## config.mk

```make
export PLATFORM = sky130hd
export DESIGN_NAME = ad9826_spi_master
export DESIGN_NICKNAME = d
export VERILOG_FILES = /design/src/rtl/ad9826_spi_master.sv
export SDC_FILE = /design/constraint.sdc
export NUM_CORES = 1
export LEC_CHECK = 0
export BUFFER_PORTS_ARGS = -buffer_cell sky130_fd_sc_hd__buf_4
export CORE_MARGIN = 8
export CORE_UTILIZATION = 54
export DETAILED_ROUTE_END_ITERATION = 10
export GPL_TIMING_DRIVEN = 0
export MAX_ROUTING_LAYER = met4
export PLACE_DENSITY = 0.76
export SYNTH_ARGS = -nofsm -noshare
export SYNTH_HDL_FRONTEND = slang
export SYNTH_SLANG_ARGS = --single-unit
```

## constraint.sdc

```tcl
create_clock -name clk -period 3.4 [get_ports clk]
set_input_delay 0.34 -clock clk [delete_from_list [all_inputs] [get_ports clk]]
set_output_delay 0.34 -clock clk [all_outputs]
set_load 0.01 [all_outputs]
```

## src/rtl/ad9826_spi_master.sv

```systemverilog
`default_nettype none
// ============================================================================
// Module      : ad9826_spi_master
// Description : AD9826 three-wire serial port master. Sends one 16-bit
//               SLOAD/SCLK/SDATA frame per write/read command; reads turn the
//               data line around and return the 9-bit word with a strobe.
//               Read support is built only when AD9826_SPI_RD_EN is defined.
// Revision    : 1.0 - initial release
// ============================================================================
module ad9826_spi_master #(
    parameter int SCLK_HALF = 2
) (
    input  logic       clk,
    input  logic       rst_n,
    input  logic       wr_in,
    input  logic [8:0] wr_data_in,
    input  logic [2:0] addr_in,
    input  logic       rd_in,
    output logic [8:0] rd_data_o,
    output logic       rd_data_valid_o,
    output logic       ready_o,
    output logic       done_o,
    output logic       sclk_o,
    output logic       sload_o,
    output logic       sdata_o,
    input  logic       sdata_i,
    output logic       tri_en
);

    localparam int                c_PH_W    = $clog2(SCLK_HALF) + 1;
    localparam logic [c_PH_W-1:0] c_PH_LAST = c_PH_W'(SCLK_HALF - 1);

    localparam logic [2:0] c_IDLE  = 3'd0;
    localparam logic [2:0] c_SETUP = 3'd1;
    localparam logic [2:0] c_SHIFT = 3'd2;
    localparam logic [2:0] c_STOP  = 3'd3;
    localparam logic [2:0] c_DONE  = 3'd4;

    logic [2:0]        r_state, w_state_nx;
    logic [3:0]        r_bit, w_bit_nx;
    logic [c_PH_W-1:0] r_ph, w_ph_nx;
    logic              r_hi, w_hi_nx;
    logic              r_last, w_last_nx;
    logic [15:0]       r_frame, w_frame_nx;

    logic w_rd_go;
    logic w_accept;
    logic w_ph_end;

    logic w_ready_nx, w_sload_nx, w_sclk_nx, w_sdata_nx, w_tri_nx, w_done_nx;
    logic r_ready, r_sload, r_sclk, r_sdata, r_done;

`ifdef AD9826_SPI_RD_EN
    assign w_rd_go = rd_in & ~wr_in;
`else
    assign w_rd_go = 1'b0;
`endif

    assign w_accept   = (r_state == c_IDLE) & (wr_in | w_rd_go);
    assign w_ph_end   = (r_ph == c_PH_LAST);
    // Next frame must be visible on the accept cycle so SETUP already shows bit 15.
    assign w_frame_nx = w_accept ? {w_rd_go, addr_in, 3'b000, w_rd_go ? 9'h000 : wr_data_in}
                                 : r_frame;

    // State register
    always_ff @(posedge clk) begin
        if (!rst_n) begin
            r_state <= c_IDLE;
            r_bit   <= 4'd0;
            r_ph    <= '0;
            r_hi    <= 1'b0;
            r_last  <= 1'b0;
            r_frame <= 16'h0000;
        end else begin
            r_state <= w_state_nx;
            r_bit   <= w_bit_nx;
            r_ph    <= w_ph_nx;
            r_hi    <= w_hi_nx;
            r_last  <= w_last_nx;
            r_frame <= w_frame_nx;
        end
    end

    // Next-state logic
    always_comb begin
        w_state_nx = r_state;
        w_bit_nx   = r_bit;
        w_ph_nx    = r_ph;
        w_hi_nx    = r_hi;
        w_last_nx  = r_last;
        case (r_state)
            c_IDLE: begin
                if (w_accept) begin
                    w_state_nx = c_SETUP;
                    w_bit_nx   = r_bit - 4'd1;
                    w_ph_nx    = '0;
                    w_hi_nx    = 1'b0;
                    w_last_nx  = 1'b0;
                end
            end
            c_SETUP: begin
                if (w_ph_end) begin
                    w_state_nx = c_SHIFT;
                    w_ph_nx    = '0;
                    w_hi_nx    = 1'b1;
                end else begin
                    w_ph_nx = r_ph + 1'b1;
                end
            end
            c_SHIFT: begin
                if (w_ph_end) begin
                    w_ph_nx = '0;
                    if (r_hi) begin
                        // Falling edge: advance data, or flag the trailing low phase of bit 0.
                        w_hi_nx = 1'b0;
                        if (r_bit == 4'd0) begin
                            w_last_nx = 1'b1;
                        end else begin
                            w_bit_nx = r_bit - 4'd1;
                        end
                    end else if (r_last) begin
                        w_state_nx = c_STOP;
                    end else begin
                        w_hi_nx = 1'b1;
                    end
                end else begin
                    w_ph_nx = r_ph + 1'b1;
                end
            end
            c_STOP: begin
                if (w_ph_end) begin
                    w_state_nx = c_DONE;
                    w_ph_nx    = '0;
                end else begin
                    w_ph_nx = r_ph + 1'b1;
                end
            end
            c_DONE:  w_state_nx = c_IDLE;
            default: w_state_nx = c_IDLE;
        endcase
    end

    // Output decode from next state, registered below
    always_comb begin
        w_ready_nx = (w_state_nx == c_IDLE);
        w_sload_nx = !((w_state_nx == c_SETUP) || (w_state_nx == c_SHIFT));
        w_sclk_nx  = (w_state_nx == c_SHIFT) && w_hi_nx;
        w_tri_nx   = w_frame_nx[15] && (w_state_nx == c_SHIFT) && (w_bit_nx <= 4'd8);
        w_sdata_nx = !w_sload_nx && !w_tri_nx && w_frame_nx[w_bit_nx];
        w_done_nx  = (w_state_nx == c_DONE);
    end

    always_ff @(posedge clk) begin
        if (!rst_n) begin
            r_ready <= 1'b1;
            r_sload <= 1'b1;
            r_sclk  <= 1'b0;
            r_sdata <= 1'b0;
            r_done  <= 1'b0;
        end else begin
            r_ready <= w_ready_nx;
            r_sload <= w_sload_nx;
            r_sclk  <= w_sclk_nx;
            r_sdata <= w_sdata_nx;
            r_done  <= w_done_nx;
        end
    end

    assign ready_o = r_ready;
    assign sload_o = r_sload;
    assign sclk_o  = r_sclk;
    assign sdata_o = r_sdata;
    assign done_o  = r_done;

`ifdef AD9826_SPI_RD_EN
    logic [8:0] r_cap;
    logic [8:0] r_rd_data;
    logic       r_valid;
    logic       r_tri;

    // Sample at the end of the high phase of bits 8..0.
    always_ff @(posedge clk) begin
        if (!rst_n) begin
            r_cap <= 9'h000;
        end else if (r_frame[15] && (r_state == c_SHIFT) && r_hi && w_ph_end
                     && (r_bit <= 4'd8)) begin
            r_cap <= {r_cap[7:0], sdata_i};
        end
    end

    always_ff @(posedge clk) begin
        if (!rst_n) begin
            r_tri     <= 1'b0;
            r_valid   <= 1'b0;
            r_rd_data <= 9'h000;
        end else begin
            r_tri   <= w_tri_nx;
            r_valid <= w_done_nx && r_frame[15];
            if (w_done_nx && r_frame[15]) begin
                r_rd_data <= r_cap;
            end
        end
    end

    assign tri_en          = r_tri;
    assign rd_data_valid_o = r_valid;
    assign rd_data_o       = r_rd_data;
`else
    logic w_unused;
    assign w_unused        = ^{rd_in, sdata_i, w_tri_nx};
    assign tri_en          = 1'b0;
    assign rd_data_valid_o = 1'b0;
    assign rd_data_o       = 9'h000;
`endif

endmodule
`default_nettype wire

```

# After elaboration in Yosys (flattened, before gate mapping)
# Index checks and enable logic that the tools add are counted.
# Widths: inputs -> output; s select.
totals:
  inputBits: 17
  regBits: 32
  elab_cells: 72
classes:
  bitwise: 1
  n_eq_ne: 11
  n_reduce_logical: 16
  addsub: 2
  magnitude_cmp: 2
  n_mux: 29
ops:
  columns: ["op", "n"]
  rows:
  - ["$mux 3", 6]
  - ["$mux 16", 1]
  - ["$mux 4", 4]
  - ["$pmux 3 s4", 1]
  - ["$mux 1", 10]
  - ["$eq 3x2->1 const B", 3]
  - ["$ne 2x2->1 const B", 4]
  - ["$pmux 4 s2", 1]
  - ["$eq 3x1->1 const B", 2]
  - ["$logic_not 3->1", 2]
  - ["$logic_and 1x1->1", 5]
  - ["$lt 4x5->1 const B", 1]
  - ["$reduce_and 5->1", 1]
  - ["$bmux 1 s4", 1]
  - ["$le 4x4->1 const B", 1]
  - ["$logic_not 4->1", 1]
  - ["$mux 2", 2]
  - ["$pmux 2 s2", 1]
  - ["$reduce_bool 2->1", 2]
  - ["$sub 4x1->4 const B", 1]
  - ["$eq 3x3->1 const B", 1]
  - ["$pmux 1 s3", 1]
  - ["$reduce_or 3->1", 1]
  - ["$add 2x1->2 const B", 1]
  - ["6 further kinds", 7]

# Logic depth before layout (Yosys ltp)
# Gate-level depths: netlist (run 1).
depth:
  depth_word: 10
  depth_mapped: 11

# Least setup slack after synthesis (run 1)
# No wires, ideal clock.
synth_timing:
  path_kind: "register to register"
  startpoint: "register r_bit[0]"
  endpoint: "register r_sdata, in the netlist sdata_o"
  period_less_slack_ns: 2.547
  t_arrival_ns: 2.431
  path_slack_ns: 0.853
  path_buffers: 2
  stages_incl_launch_ff: 12
  required_time_ns: 3.284
  cell_sequence: "dfxtp_1 > inv_1 > ha_1 > nor3b_1 > o31a_1 > buf_6 > xnor2_2 > buf_2 > mux4_1 > a22o_1 > o211a_1 > a41o_1"
synth_via:
  elab_chain_cells: 10
  elab_cells_between_ends: 14
  cone_classes: "add/sub (1); order compare (1); mux (7); reduce/logical (5)"
synth_rtl:
  columns: ["element", "line", "source"]
  rows:
  - ["start, declared", "40", "logic [3:0] r_bit, w_bit_nx;"]
  - ["start signal, assigned", "76", "r_bit <= w_bit_nx;"]
  - ["$sub 4x1->4 / $logic_not 4->1 (equally long branches)", "95, 119, 116", null]
  - ["$mux 4", "116", "if (r_bit == 4'd0) begin"]
  - ["$mux 4", "113", "if (r_hi) begin"]
  - ["$mux 4", "111", "if (w_ph_end) begin"]
  - ["$pmux 4 s2 *", "91", "case (r_state)"]
  - ["$le 4x4->1", "148", "w_tri_nx = w_frame_nx[15] && (w_state_nx == c_SHIFT) && (w_bit_nx <= 4'd8);"]
  - ["$logic_and 1x1->1", "148", null]
  - ["$logic_not 1->1", "149", "w_sdata_nx = !w_sload_nx && !w_tri_nx && w_frame_nx[w_bit_nx];"]
  - ["$logic_and 1x1->1", "149", null]
  - ["$logic_and 1x1->1 *", "149", null]
  - ["end signal, assigned", "164", "r_sdata <= w_sdata_nx;"]
  - ["end, declared", "51", "logic r_ready, r_sload, r_sclk, r_sdata, r_done;"]
# Mark *: on every way between the ends. The rest lies on a longest branch, timed or not. The select of a mux whose other input is x is not followed.
# A chain may end at the register's enable or synchronous reset.

# Worst setup path after layout (run 1)
layout_timing:
  startpoint: "register r_state[0]"
  endpoint: "register r_sdata, in the netlist sdata_o"
layout_via:
  elab_chain_cells: 10
  elab_cells_between_ends: 26
  cone_classes: "order compare (1); eq/ne (5); mux (12); bitwise (1); reduce/logical (7)"
layout_rtl:
  columns: ["element", "line", "source"]
  rows:
  - ["start, declared", "39", "logic [2:0] r_state, w_state_nx;"]
  - ["start signal, assigned", "68", "r_state <= c_IDLE;"]
  - ["start signal, assigned", "75", "r_state <= w_state_nx;"]
  - ["branches (longest 9 deep; another with $le 4x4->1)", null, null]
  - ["$logic_and 1x1->1 *", "149", null]
# Mark *: on every way between the ends. The select of a mux whose other input is x is not followed.

==> impl_metrics.toml, run 1 <==
[cells_and_area]
final_cell_mix = "nand2_1 (33), dfxtp_1 (32), buf_4 (30)"
area_growth_pct = 16.39
fin_nets = 244
diodes = 0
final_common_cell = "nand2_1"
drive_gt1_share_pct = 22.12
fin_cells = 259

[critical_path]
path_max_fanout = 10
r2r_cells = 6
slowest_delay_ps = 1040
crit_arrival_ps = 3170
crit_buf_inv = 1
crit_required_ps = 3630
cpLargestDelayFamily = "simple AND/OR/NAND/NOR gates"
worst_path_max_delay_cell = "nor4b_2"
r2r_slack_ps = 460
path_cells = "buf_2 > nor4b_2 > mux4_1 > a22o_1 > o211a_1 > a41o_1"
end_kind = "register"
critPathLaunchType = "register"
worstSetupPathType = "reg2reg"
rr_startpoint = "r_state[0]"
reg2reg_to = "sdata_o"

[sta]
finalHoldViolCount = 0
period_needed_ps = 2937
timing.final.crit_share_pct = 86.39
setup_slack_ps = 462.8
worst_slew_pin_slew_ps = 1217
rsz0062_at_grt = "false"
finalSetupViolCount = 0
max_freq_ghz = 0.3405
slew_headroom_pct = 18.68
fin_skew_ps = 3.928
maxSlewViolCount = 0
fin_tns_setup_ps = 0

[pwr]
p_switching_uw = 266.8
p_clk_share_pct = 23.1
switching_share_pct = 31.23
pwr-share-comb_pct = 28.4
p_seq_share_pct = 48.5
p_int_uw = 587.5
power_uw = 854.3
p_leak_uw = 0.0008481
peakVddDrop_v = 0.0002545
power_density_nw_per_um2 = 449.2

[floorplan]
die_width_microns = 71.01
die_area_sq_um = 5042
rows = 20
die_h_microns = 71.01
core_area_sq_um = 2953
initial_core_util_pct = 55.34
pin_count = 33

[route]
vias = 1433
via_per_inst = 5.533
top_layer = "met4"
routed_wl_mm = 3.707
wire_per_inst_microns = 14.31
route.met2.wl_mm = 1.850
wl_met1_mm = 1.535
dr_wl_met3_microns = 249
drt-pass1-iter-count = 4
drc = 0
drt_iter0_drc = 70
ant_nets = 0

[synthesis]
ys_seq_elements = 32
synthMuxAreaShare_pct = 9.188
syn_inst = 190
synth_compound_area_share_pct = 16.16
async_flop_share_pct = 0
synth_xor_area_share_pct = 0.9954
yosys_warnings = 0
synth.distinct_cells = 47
ys_seq_area_share_pct = 39.20
synth_adder_area_share_pct = 0.7657
synth-simple-area-share_pct = 24.27
synth.avg_cell_area_sq_um = 8.600
netlist_area_sq_um = 1634
synth_edf_count = 0
ys.flop_type = "dfxtp_1"
synth_top_family_by_area = "simple AND/OR/NAND/NOR gates"

[worst_hold_path]
worstHoldStart = "wr_data_in[4]"
hold_path_end = "r_frame[4]"
holdPathStages = 3
hold_path_class = "in2reg"

[placement]
gp_congestion = 0.9076
place_inst = 252
port_buffers = 19
dp_hpwl_mm = 2.897
dp_slack_ps = 410.8

[global_routing]
grt_pass1_vias = 1472
antenna_found_initial = 0
grt.overflow.total = 0
grt_max_degree = 11
grtUsageTotal_pct = 16.45
grt_pass1_wl_mm = 6.430

[status]
status = "finished, final reports clean"

[clocking]
cts_buffer_depth = 2
cts-root-buf = "clkbuf_4"
clkTransAtPathRegs_ps = 90
clock_sinks = 32
cts_setup_buffers = 0
cts_made_buffers = 5
tritoncts = "built"
postCtsResizedCells = 0
clkLatencyLatePin_ps = 330
h-tree-depth = 2
hold_buffers = 0

[run]
drv_cap = 0
## worst min-delay path, cell delays in order
cell and delay [ps]:
buf_4 110, nand2_1 50, a21oi_1 50
## cells in the mapped netlist, types with 2 or more instances
master | number | share of area (%)
clkbuf_1 | 4 | 0.92
dfxtp_1 | 32 | 39
nor2b_1 | 2 | 0.77
mux2i_1 | 3 | 1.8
nand3_1 | 3 | 0.92
a21oi_1 | 23 | 7.0
o21ai_0 | 5 | 1.5
a22o_1 | 2 | 1.1
buf_2 | 3 | 0.92
nand2_1 | 33 | 7.6
nand2b_1 | 4 | 1.5
mux4_2 | 3 | 4.1
nor2_1 | 11 | 2.5
o211a_1 | 2 | 1.2
buf_6 | 2 | 1.4
and2_1 | 3 | 1.1
or2_2 | 2 | 0.77
nor3_1 | 6 | 1.8
and3_1 | 4 | 1.5
or3_1 | 2 | 0.77
inv_1 | 3 | 0.69
a31oi_1 | 3 | 1.1
buf_4 | 11 | 5.1
## sequential cells by signal, summed over array words and instances (netlist names)
name,cells
r_ph,2
r_hi,1
sdata_o,1
ready_o,1
sclk_o,1
r_last,1
r_frame,16
done_o,1
r_state,3
sload_o,1
r_bit,4
## final cells by class
| type | count | area (sq um) |
|---|---|---|
| Fill cell | 278 | 1051 |
| Multi-Input combinational cell | 144 | 880.8 |
| Sequential cell | 32 | 640.6 |
| Timing Repair Buffer | 19 | 142.6 |
| Buffer | 20 | 135.1 |
| Clock buffer | 6 | 41.29 |
| Tap cell | 33 | 41.29 |
| Inverter | 4 | 15.01 |
| Clock inverter | 1 | 5.005 |
## cells by family (layout without fill, tap and decap cells)
kind of cell | count (synthesis) | after routing
AO/OA/AOI/OAI | 43 | 43
XOR/XNOR | 1 | 1
adder cells (fa/ha/maj) | 1 | 1
buffers and inverters | 24 | 50
flip-flops | 32 | 32
multiplexers | 9 | 9
other | 1 | 11
AND/OR/NAND/NOR | 79 | 79
## worst max-delay path by stage
stage,from,endpoint,depth (start not counted)
after floorplan,r_bit[0],sdata_o,11
after global placement,r_state[0],sdata_o,6
after detailed placement,r_state[0],sdata_o,6
after CTS,r_state[0],sdata_o,6
after global routing,r_state[0],sdata_o,6
final,r_state[0],sdata_o,6
## layer usage
metal | GRT usage (%) | vias to the layer above
met2 | 28.42 | 48
met1 | 16.24 | 658
met3 | 5.932 | 8
met5 | - | -
met4 | 7.390 | 0
li1 | - | 719
## per-stage QoR
stage | utilization [%] | area [sq um] | hold slack [ps]
3_3_place_gp | 62.84 | 1856 | 439.0
3_5_place_dp | 62.84 | 1856 | 448.8
5_1_grt | 64.41 | 1902 | 237.7
6_report | 64.41 | 1902 | 254.9
4_1_cts | 64.41 | 1902 | 240.2
2_1_floorplan | - | 1672 | 431.7
## power by group through the flow
stage	registers (uW)	clock network (uW)	logic, uW
4_1_cts	414	204	243
2_1_floorplan	421	0	178
5_1_grt	418	222	270
6_report	414	198	242
3_5_place_dp	423	0	242
3_3_place_gp	421	0	231
No activity file was read; power rests on OpenSTA's default activity.
==> run 2, diff against run 1 <==
--- a/config.mk
+++ b/config.mk
@@ -5,7 +5,7 @@
 export SDC_FILE = /design/constraint.sdc
 export NUM_CORES = 1
 export LEC_CHECK = 0
-export BUFFER_PORTS_ARGS = -buffer_cell sky130_fd_sc_hd__buf_4
+export BUFFER_PORTS_ARGS = -buffer_cell sky130_fd_sc_hd__buf_2
 export CORE_MARGIN = 8
 export CORE_UTILIZATION = 54
 export DETAILED_ROUTE_END_ITERATION = 10
==> run 2 against run 1 <==
Compared with the run above: cell count did not move; sequential power barely moved; via count rose by 1.3%; worst hold slack got worse by 11 ps; non-clock buffer count did not move; worst setup slack got worse by 14 ps; combinational power fell by 3%; flip-flop and latch count did not move; largest power group unchanged.
==> impl_metrics.toml, run 2 (same netlist as run 1, synthesis figures left out) <==
[global_routing]
grtUsageTotal_pct = 15.96
grt_use_met3_pct = 5.508
grt.overflow.total = 0
grt_pass1_wl_mm = 6.313
busiest_layer = "met2"
grt_use_met2_pct = 27.70
antenna_found_initial = 0
grt_max_degree = 11
grt_pass1_vias = 1401
gr-usage-met1_pct = 15.80

[clocking]
clock_sinks = 32
cts-root-buf = "clkbuf_4"
clkLatencyLatePin_ps = 330
clkTransAtPathRegs_ps = 90
h-tree-depth = 2
cts_buffer_depth = 2
hold_buffers = 0
postCtsResizedCells = 0
tritoncts = "built"
cts_setup_buffers = 0
cts_made_buffers = 5

[status]
status = "finished, final reports clean"

[critical_path]
crit_path_end = "sdata_o"
crit_required_ps = 3630
startpoint = "r_state[0]"
worstSetupPathType = "reg2reg"
reg2reg_to = "sdata_o"
worst_path_max_delay_cell = "nor4b_2"
path_cells = "buf_2 > nor4b_2 > mux4_1 > a22o_1 > o211a_1 > a41o_1"
slowest_delay_ps = 1030
crit_buf_inv = 1
cp.depth = 6
end_kind = "register"
critPathLaunchType = "register"
crit_arrival_ps = 3180
r2r_cells = 6
r2r_slack_ps = 450
rr_startpoint = "r_state[0]"
path_max_fanout = 10
cpLargestDelayFamily = "simple AND/OR/NAND/NOR gates"

[route]
wire_per_inst_microns = 14.73
drc = 0
via_per_inst = 5.602
drt_iter0_drc = 134
ant_nets = 0
vias = 1451
drt-pass1-iter-count = 4
routed_wl_mm = 3.815

[cells_and_area]
final_cell_mix = "nand2_1 (33), dfxtp_1 (32), a21oi_1 (23)"
top_regs = "r_frame (16), r_bit (4), r_state (3)"
final_common_cell = "nand2_1"
diodes = 0
drive_gt1_share_pct = 22.57
largest_register = "r_frame"
fin_nets = 244
fin_util_pct = 63.43
area_growth_pct = 14.63
largest_register_ffs = 16

[sta]
period_needed_ps = 2951
setup_slack_ps = 448.8
finalSetupViolCount = 0
slew_headroom_pct = 20.42
finalHoldViolCount = 0
timing.final.crit_share_pct = 86.80
max_freq_ghz = 0.3388
maxSlewViolCount = 0
fin_skew_ps = 3.249
holdWs_ps = 243.6
fin_tns_setup_ps = 0
worst_slew_pin_slew_ps = 1191
rsz0062_at_grt = "false"

[placement]
gp_congestion = 0.8679
port_buffers = 19
dp_slack_ps = 425.3
dp_hpwl_mm = 2.867

[pwr]
power_density_nw_per_um2 = 475.9
peakVddDrop_v = 0.0002895
p_leak_uw = 0.0008430

[floorplan]
die_width_microns = 71.01
pin_count = 33
die_area_sq_um = 5042
core_area_sq_um = 2953
initial_core_util_pct = 55.34
die_h_microns = 71.01
rows = 20

[run]
drv_cap = 0

[worst_hold_path]
hold_path_class = "in2reg"
holdPathStages = 3
worstHoldStart = "wr_data_in[1]"
## run 2: area by class of cell
cell class | count | area [sq um]
buffer | 20 | 135.1
fill | 254 | 1080
clock buffer | 7 | 65.06
inverter | 4 | 15.01
timing repair buffer | 19 | 95.09
multi-input combinational | 144 | 880.8
tap | 33 | 41.29
sequential | 32 | 640.6
## run 2: layer usage
| layer | share of wire [%] | up-vias | wire length (microns) |
|---|---|---|---|
| li1 | - | 716 | - |
| met1 | 39 | 667 | 1488 |
| met2 | 52 | 59 | 1976 |
| met3 | 7.8 | 9 | 299 |
| met4 | 1.3 | 0 | 51 |
| met5 | 0 | - | 0 |
## run 2: worst reg2reg max path, stage by stage, from the launching register on
cell	delay, ps
dfxtp_1	330
buf_2	180
nor4b_2	1030
mux4_1	680
a22o_1	200
o211a_1	220
a41o_1	200
## run 2: power breakdown
group	total, uW	switching, uW	internal (uW)
logic	235	129	106
clock network	241	124	117
registers	415	16.1	399
total	891	270	622
## run 2: how the worst min path moves through the flow
stage                  to  slack, ps
3_5_place_dp   r_frame[2]        450
4_1_cts        r_frame[1]        240
5_1_grt        r_frame[0]        240
6_report       r_frame[1]        240
2_1_floorplan  r_frame[5]        430
3_3_place_gp   r_frame[3]        440
## run 2: through the flow
| step | cell area (sq um) | instances | power, uW |
|---|---|---|---|
| after floorplan | 1672 | 200 | 599.0 |
| after global placement | 1808 | 252 | 645.7 |
| after detailed placement | 1808 | 252 | 656.9 |
| after CTS | 1873 | 259 | 897.8 |
| after global routing | 1873 | 259 | 940.7 |
| final | 1873 | 259 | 891.5 |
